**src/rtl/mem_port_arbiter_if.sv**
```systemverilog
// Memory-side request/response bus shared by the fetch unit, the LSU and memory.
// A master holds its command stable until it sees waitrequest low; read data
// comes back later, one beat per valid.
interface port #(
  parameter int ADDR_W = 32,
  parameter int DATA_W = 32
);
  logic [ADDR_W-1:0]   addr;
  logic [DATA_W-1:0]   wdata;
  logic                read;
  logic                write;
  logic [DATA_W/8-1:0] dataena;
  logic [1:0]          burstcount;
  logic                waitrequest;
  logic                valid;
  logic [DATA_W-1:0]   rdata;

  // Seen from the side that receives commands
  modport slave (
    input  addr, wdata, read, write, dataena, burstcount,
    output waitrequest, valid, rdata
  );

  // Seen from the side that issues commands
  modport master (
    output addr, wdata, read, write, dataena, burstcount,
    input  waitrequest, valid, rdata
  );
endinterface

```
**src/rtl/mem_port_arbiter.sv**
```systemverilog
// Two-requester arbiter in front of a single memory port.
// M0 = instruction fetch, M1 = load/store unit. One transaction owns the port
// from command acceptance until its last write beat is accepted or its last
// read beat has returned; arbitration only happens in IDLE.
module mem_port_arbiter #(
  parameter int PRIO_MODE = 0  // 0 = round-robin, 1 = fixed priority, M1 wins
) (
  input  logic       clk,
  input  logic       rst,
  port.slave         m0,
  port.slave         m1,
  port.master        s,
  output logic [1:0] grant,
  output logic       busy
);

  typedef enum logic [1:0] {IDLE, CMD, RDATA, WDATA} state_t;

  state_t     state_q, state_d;
  logic [1:0] gnt_q, gnt_d;      // one-hot owner {m1,m0}
  logic [1:0] beats_q, beats_d;  // beats still to transfer
  logic       last_q, last_d;    // 1 = M1 was granted last

  logic       req0, req1, win1;
  logic       sel_read, sel_write, wr_fwd;
  logic [1:0] sel_bc, blen;

  assign req0 = m0.read | m0.write;
  assign req1 = m1.read | m1.write;

  // Round-robin gives the contested round to whoever did not win last time
  assign win1 = (PRIO_MODE == 1) ? req1 : (req1 & (~req0 | ~last_q));

  assign sel_read  = gnt_q[1] ? m1.read       : m0.read;
  assign sel_write = gnt_q[1] ? m1.write      : m0.write;
  assign sel_bc    = gnt_q[1] ? m1.burstcount : m0.burstcount;
  // A read+write command is treated as a read; the write strobe is suppressed
  assign wr_fwd    = sel_write & ~sel_read;
  // burstcount of 0 means a single beat
  assign blen      = (sel_bc == 2'd0) ? 2'd1 : sel_bc;

  assign busy  = (state_q != IDLE);
  assign grant = (state_q != IDLE) ? gnt_q : 2'b00;

  // Next-state logic and port multiplexing
  always_comb begin
    state_d = state_q;
    gnt_d   = gnt_q;
    beats_d = beats_q;
    last_d  = last_q;

    s.read       = 1'b0;
    s.write      = 1'b0;
    s.addr       = '0;
    s.wdata      = '0;
    s.dataena    = '0;
    s.burstcount = 2'd0;

    m0.waitrequest = 1'b1;
    m1.waitrequest = 1'b1;
    m0.valid       = 1'b0;
    m1.valid       = 1'b0;
    m0.rdata       = s.rdata;
    m1.rdata       = s.rdata;

    case (state_q)
      IDLE: begin
        if (req0 | req1) begin
          gnt_d   = win1 ? 2'b10 : 2'b01;
          last_d  = win1;
          state_d = CMD;
        end
      end

      CMD, WDATA: begin
        s.read  = sel_read;
        s.write = wr_fwd;
        if (gnt_q[1]) begin
          s.addr         = m1.addr;
          s.wdata        = m1.wdata;
          s.dataena      = m1.dataena;
          s.burstcount   = m1.burstcount;
          m1.waitrequest = s.waitrequest;
        end else begin
          s.addr         = m0.addr;
          s.wdata        = m0.wdata;
          s.dataena      = m0.dataena;
          s.burstcount   = m0.burstcount;
          m0.waitrequest = s.waitrequest;
        end

        if (!sel_read && !sel_write) begin
          // Owner withdrew its request; nothing left to forward
          state_d = IDLE;
        end else if (state_q == CMD) begin
          if (!s.waitrequest) begin
            if (sel_read) begin
              beats_d = blen;
              state_d = RDATA;
            end else begin
              beats_d = blen - 2'd1;
              state_d = (blen == 2'd1) ? IDLE : WDATA;
            end
          end
        end else if (wr_fwd && !s.waitrequest) begin
          beats_d = beats_q - 2'd1;
          if (beats_q == 2'd1) state_d = IDLE;
        end
      end

      RDATA: begin
        if (gnt_q[1]) m1.valid = s.valid;
        else          m0.valid = s.valid;
        if (s.valid) begin
          beats_d = beats_q - 2'd1;
          if (beats_q == 2'd1) state_d = IDLE;
        end
      end

      default: state_d = IDLE;
    endcase
  end

  // State registers; reset leaves M1 as last owner so M0 wins the first tie
  always_ff @(posedge clk) begin
    if (rst) begin
      state_q <= IDLE;
      gnt_q   <= 2'b00;
      beats_q <= 2'd0;
      last_q  <= 1'b1;
    end else begin
      state_q <= state_d;
      gnt_q   <= gnt_d;
      beats_q <= beats_d;
      last_q  <= last_d;
    end
  end

endmodule

```
**src/flat_wrapper.sv**
```systemverilog
// flat-port wrapper written by rule: the top's interface ports become plain ports
module mem_port_arbiter_flat 
#(
  parameter int PRIO_MODE = 0                                                 
)
  (clk, rst, grant, busy, m0_addr, m0_wdata, m0_read, m0_write, m0_dataena, m0_burstcount, m0_waitrequest, m0_valid, m0_rdata, m1_addr, m1_wdata, m1_read, m1_write, m1_dataena, m1_burstcount, m1_waitrequest, m1_valid, m1_rdata, s_addr, s_wdata, s_read, s_write, s_dataena, s_burstcount, s_waitrequest, s_valid, s_rdata);
  port m0_i ();
  port m1_i ();
  port s_i ();
  input  logic clk;
  input  logic rst;
  output logic [1:0] grant;
  output logic busy;
  input wire logic [$bits(m0_i.addr)-1:0] m0_addr;
  input wire logic [$bits(m0_i.wdata)-1:0] m0_wdata;
  input wire logic [$bits(m0_i.read)-1:0] m0_read;
  input wire logic [$bits(m0_i.write)-1:0] m0_write;
  input wire logic [$bits(m0_i.dataena)-1:0] m0_dataena;
  input wire logic [$bits(m0_i.burstcount)-1:0] m0_burstcount;
  output wire logic [$bits(m0_i.waitrequest)-1:0] m0_waitrequest;
  output wire logic [$bits(m0_i.valid)-1:0] m0_valid;
  output wire logic [$bits(m0_i.rdata)-1:0] m0_rdata;
  input wire logic [$bits(m1_i.addr)-1:0] m1_addr;
  input wire logic [$bits(m1_i.wdata)-1:0] m1_wdata;
  input wire logic [$bits(m1_i.read)-1:0] m1_read;
  input wire logic [$bits(m1_i.write)-1:0] m1_write;
  input wire logic [$bits(m1_i.dataena)-1:0] m1_dataena;
  input wire logic [$bits(m1_i.burstcount)-1:0] m1_burstcount;
  output wire logic [$bits(m1_i.waitrequest)-1:0] m1_waitrequest;
  output wire logic [$bits(m1_i.valid)-1:0] m1_valid;
  output wire logic [$bits(m1_i.rdata)-1:0] m1_rdata;
  output wire logic [$bits(s_i.addr)-1:0] s_addr;
  output wire logic [$bits(s_i.wdata)-1:0] s_wdata;
  output wire logic [$bits(s_i.read)-1:0] s_read;
  output wire logic [$bits(s_i.write)-1:0] s_write;
  output wire logic [$bits(s_i.dataena)-1:0] s_dataena;
  output wire logic [$bits(s_i.burstcount)-1:0] s_burstcount;
  input wire logic [$bits(s_i.waitrequest)-1:0] s_waitrequest;
  input wire logic [$bits(s_i.valid)-1:0] s_valid;
  input wire logic [$bits(s_i.rdata)-1:0] s_rdata;
  assign m0_i.addr = m0_addr;
  assign m0_i.wdata = m0_wdata;
  assign m0_i.read = m0_read;
  assign m0_i.write = m0_write;
  assign m0_i.dataena = m0_dataena;
  assign m0_i.burstcount = m0_burstcount;
  assign m0_waitrequest = m0_i.waitrequest;
  assign m0_valid = m0_i.valid;
  assign m0_rdata = m0_i.rdata;
  assign m1_i.addr = m1_addr;
  assign m1_i.wdata = m1_wdata;
  assign m1_i.read = m1_read;
  assign m1_i.write = m1_write;
  assign m1_i.dataena = m1_dataena;
  assign m1_i.burstcount = m1_burstcount;
  assign m1_waitrequest = m1_i.waitrequest;
  assign m1_valid = m1_i.valid;
  assign m1_rdata = m1_i.rdata;
  assign s_addr = s_i.addr;
  assign s_wdata = s_i.wdata;
  assign s_read = s_i.read;
  assign s_write = s_i.write;
  assign s_dataena = s_i.dataena;
  assign s_burstcount = s_i.burstcount;
  assign s_i.waitrequest = s_waitrequest;
  assign s_i.valid = s_valid;
  assign s_i.rdata = s_rdata;
  mem_port_arbiter #(.PRIO_MODE(PRIO_MODE)) u_core (.clk(clk), .rst(rst), .m0(m0_i), .m1(m1_i), .s(s_i), .grant(grant), .busy(busy));
endmodule
```
**config.mk**
```make
export PLATFORM = sky130hd
export DESIGN_NAME = mem_port_arbiter_flat
export DESIGN_NICKNAME = d
export VERILOG_FILES = /design/src/rtl/mem_port_arbiter_if.sv /design/src/rtl/mem_port_arbiter.sv /design/src/flat_wrapper.sv
export SDC_FILE = /design/constraint.sdc
export NUM_CORES = 1
export LEC_CHECK = 0
export CAP_MARGIN = 10
export CELL_PAD_IN_SITES_DETAIL_PLACEMENT = 0
export CELL_PAD_IN_SITES_GLOBAL_PLACEMENT = 1
export CORE_MARGIN = 5
export CORE_UTILIZATION = 12
export CTS_CLUSTER_SIZE = 14
export DETAILED_ROUTE_END_ITERATION = 12
export GPL_TIMING_DRIVEN = 1
export PLACE_DENSITY_LB_ADDON = 0.1
export SLEW_MARGIN = 20
export SYNTH_ARGS = -nofsm -noshare
export SYNTH_HDL_FRONTEND = slang
export SYNTH_SLANG_ARGS = --single-unit
```
**constraint.sdc**
```tcl
create_clock -name clk -period 1.29 [get_ports clk]
set_input_delay 0.129 -clock clk [delete_from_list [all_inputs] [get_ports clk]]
set_output_delay 0.129 -clock clk [all_outputs]
set_load 0.005 [all_outputs]
```
==> metrics.txt <==
run status finished, violations left; failing checks negative setup slack; initial antenna violation count 0; area share of the largest cell type after synthesis 0.341; Routed WL per cell ~16 microns; LEAKAGE 0.00213 uW; Psw around 2000 uW; Yosys cell types 34; HP Start s_rdata[30]; Post-DP Area between 4000 and 5000 sq um; power share of the sequential group 0.070; Clock power frac 0.099; Placed Cells 700; worst path bufs/invs 3; Inserted Diodes 0; fmax 0.607 GHz; skew final a little under 0.6 ps; Avg Cell Area, Syn a little over 7 sq um; Total Die Area between 20000 and 25000 sq um; most used cell, CP buf_12; Worst EP arrival roughly 1800 ps; register bit total from synthesis 7; die height roughly 140 microns; Power Total between 5000 and 6000 uW; Post-Layout Cell Count between 700 and 800; max-cap violations 0; initial core utilization 0.122; final hold violations 0; share of layout cells above drive strength 1 0.391; setup slack at placement -455 ps; FILL cells around 1900; cts hold-fix bufs 0; crit-path leading delay family compound AO/OA/AOI/OAI gates; crit path max fanout 8; post-DP HPWL about 9.6 mm; Post-synth EDFFs 0; Top FF cell, synth dfxtp_1; worst vdd ir 0.378 mV; Slew headroom 0.769; Worst path slowest cell dfxtp_4; clock-pin slew of the registers on the worst-case setup and hold paths 40 ps; H-tree Lvls 1; RSZ-0062 raised after global routing yes; Sw Ratio 0.376; Crit path largest cell delay between 300 and 400 ps; Worst-Margin Slew 344 ps; vias in the first global route about 2900; Syn. warnings 0; overall global routing resource usage 0.106; Detail Route Antenna Nets 0; Skew-Pair Late Insertion Delay 230 ps; Die Wd approximately 140 microns; max-slew violation count 0; Detailed Route Iter0 Violations 46; syn nets about 480; PwrDens ~1100 nW/um^2; root buffer cell clkbuf_16; pin count of the biggest net entering global routing 23; worst reg2reg path depth 8; r2r setup slk -360 ps; first-pass GRT wire length between 15 and 20 mm; Congestion Overflow GR 0; overall via count from detail_route ~2800; CTS Buf Count 3; Final Cycle Share 1.28; WL final 11.9 mm; # rows between 40 and 50; Synth area leader mux2i_1; Post-synth ARST share 0; Critical Path RT 1400 ps; I/O Pins around 320; internal power about 3300 uW; CTS tree built; Hold Path Stages 0; Synth Cell Area 2110 sq um; Final Setup Violations between 70 and 80; IO Port Bufs between 200 and 250; Tmin final approximately 1600 ps; Comb power frac 0.831; most numerous cell in the Yosys netlist nor2_1; Worst Hold End m1_rdata[30]; Layout area overhead 136%; PnR worst setup slack -358 ps; via-per-instance ratio between 3 and 4; Crit Reg-Reg Endpoint u_core.state_q[1]; CP Cell Sequence buf_12 > buf_12 > buf_6 > nor3_4 > a211oi_4 > o21a_1 > a211oi_2 > o32ai_2; first-pass iteration count of the detailed router 4; WS Path Type reg2reg; Seq/Total Area, Yosys 0.0664; Worst R2R Start u_core.gnt_q[1]; min-delay worst type in2out; CTS Buffer Depth 2; nets about 700; top area cells in the synthesized netlist mux2i_1, buf_4, nor2_1; Placer Congestion roughly 0.75; Startpoint Class register; drc violations 0; post-route cell area roughly 5000 sq um; Synth top cells by count nor2_1, mux2i_1, buf_4, clkbuf_1; Cells after Synth around 300; clock net sink count 7; Placeable Area around 17000 sq um; Critical Path Sink Type register
-- cell families (layout without fill, tap and decap cells) --
group	after synthesis	in the layout	share of synthesized area
compound gates	25	25	0.0972
simple gates	102	102	0.199
mux	73	73	0.348
fa+ha+maj	1	1	0.00593
buf+inv	86	314	0.284
flops	7	7	0.0664
-- area by class of cell --
class	count	area, sq um	area share
Clock buffer	4	78.8	0.0158
Inverter	4	22.5	0.00452
Multi-Input combinational cell	201	1600	0.321
Sequential cell	7	149	0.0299
Tap cell	225	282	0.0565
Timing Repair Buffer	306	2860	0.573
-- worst reg2reg max path, stage by stage (launching register included) --
cell and delay (ps):
dfxtp_4 360, buf_12 130, buf_12 140, buf_6 120, nor3_4 240, a211oi_4 80
o21a_1 190, a211oi_2 170, o32ai_2 100
-- layout by cell type, fill, tap and decap left out, types with 2 or more instances in the layout --
master / n
a221o_1: 2
mux2i_1: 56
a211o_1: 2
clkdlybuf4s50_1: 144
clkbuf_16: 3
bufbuf_16: 2
nor2_1: 78
buf_8: 4
dfxtp_4: 2
buf_2: 69
dlygate4sd2_1: 8
o21a_1: 2
dfxtp_1: 4
nor2_2: 3
a21oi_1: 4
inv_1: 3
o32ai_2: 2
nor2b_4: 2
mux2i_2: 12
nor2_4: 4
buf_4: 35
nor2b_1: 2
a211oi_2: 3
buf_12: 13
nand2_1: 3
clkdlybuf4s15_2: 3
a21oi_2: 3
mux2i_4: 5
nand2b_1: 2
buf_6: 27
-- what timing repair did --
| action | CTS | global route |
|---|---|---|
| endpoints found under the setup margin | 86 | 84 |
| gates cloned | 5 | 0 |
| setup buffers | 37 | 12 |
| pin swaps | 19 | 27 |
| resized for setup | 353 | 46 |
-- worst max-delay path by stage --
stage,to,depth (start not counted),startpoint
6_report,u_core.state_q[1],8,u_core.gnt_q[1]
5_1_grt,u_core.beats_q[0],8,u_core.gnt_q[1]
4_1_cts,u_core.beats_q[0],8,u_core.gnt_q[1]
3_5_place_dp,u_core.beats_q[1],6,m1_read
3_3_place_gp,u_core.beats_q[1],6,m1_read
2_1_floorplan,u_core.state_q[0],6,u_core.gnt_q[1]
-- metrics by stage --
stage                     TNS [ps]   util  hold WS, ps
final                       -17970  0.288          258
after global routing        -23580  0.288          258
after CTS                   -19520  0.281          258
after detailed placement    -21800  0.257          258
after global placement      -21840  0.257          258
after floorplan              -21.7      -          336
-- power groups by stage --
stage	combinational, uW	clock, uW	sequential, uW
final	4410	526	371
after global routing	4790	552	383
after CTS	4340	532	360
after detailed placement	3760	0	358
after global placement	3770	0	358
after floorplan	1690	0	329
-- routing by layer --
metal	routed length [microns]	part of all wire	track usage
met4	280	0.024	0.0310
met1	4170	0.35	0.115
met3	967	0.081	0.0221
met5	0	0	0
met2	6460	0.54	0.206
-- state kept, by name, indices dropped and copies added, names as in the netlist --
register	flops
u_core.beats_q	2
u_core.gnt_q	2
u_core.state_q	2
u_core.last_q	1
Note: power is estimated with default switching activity, not from simulation.
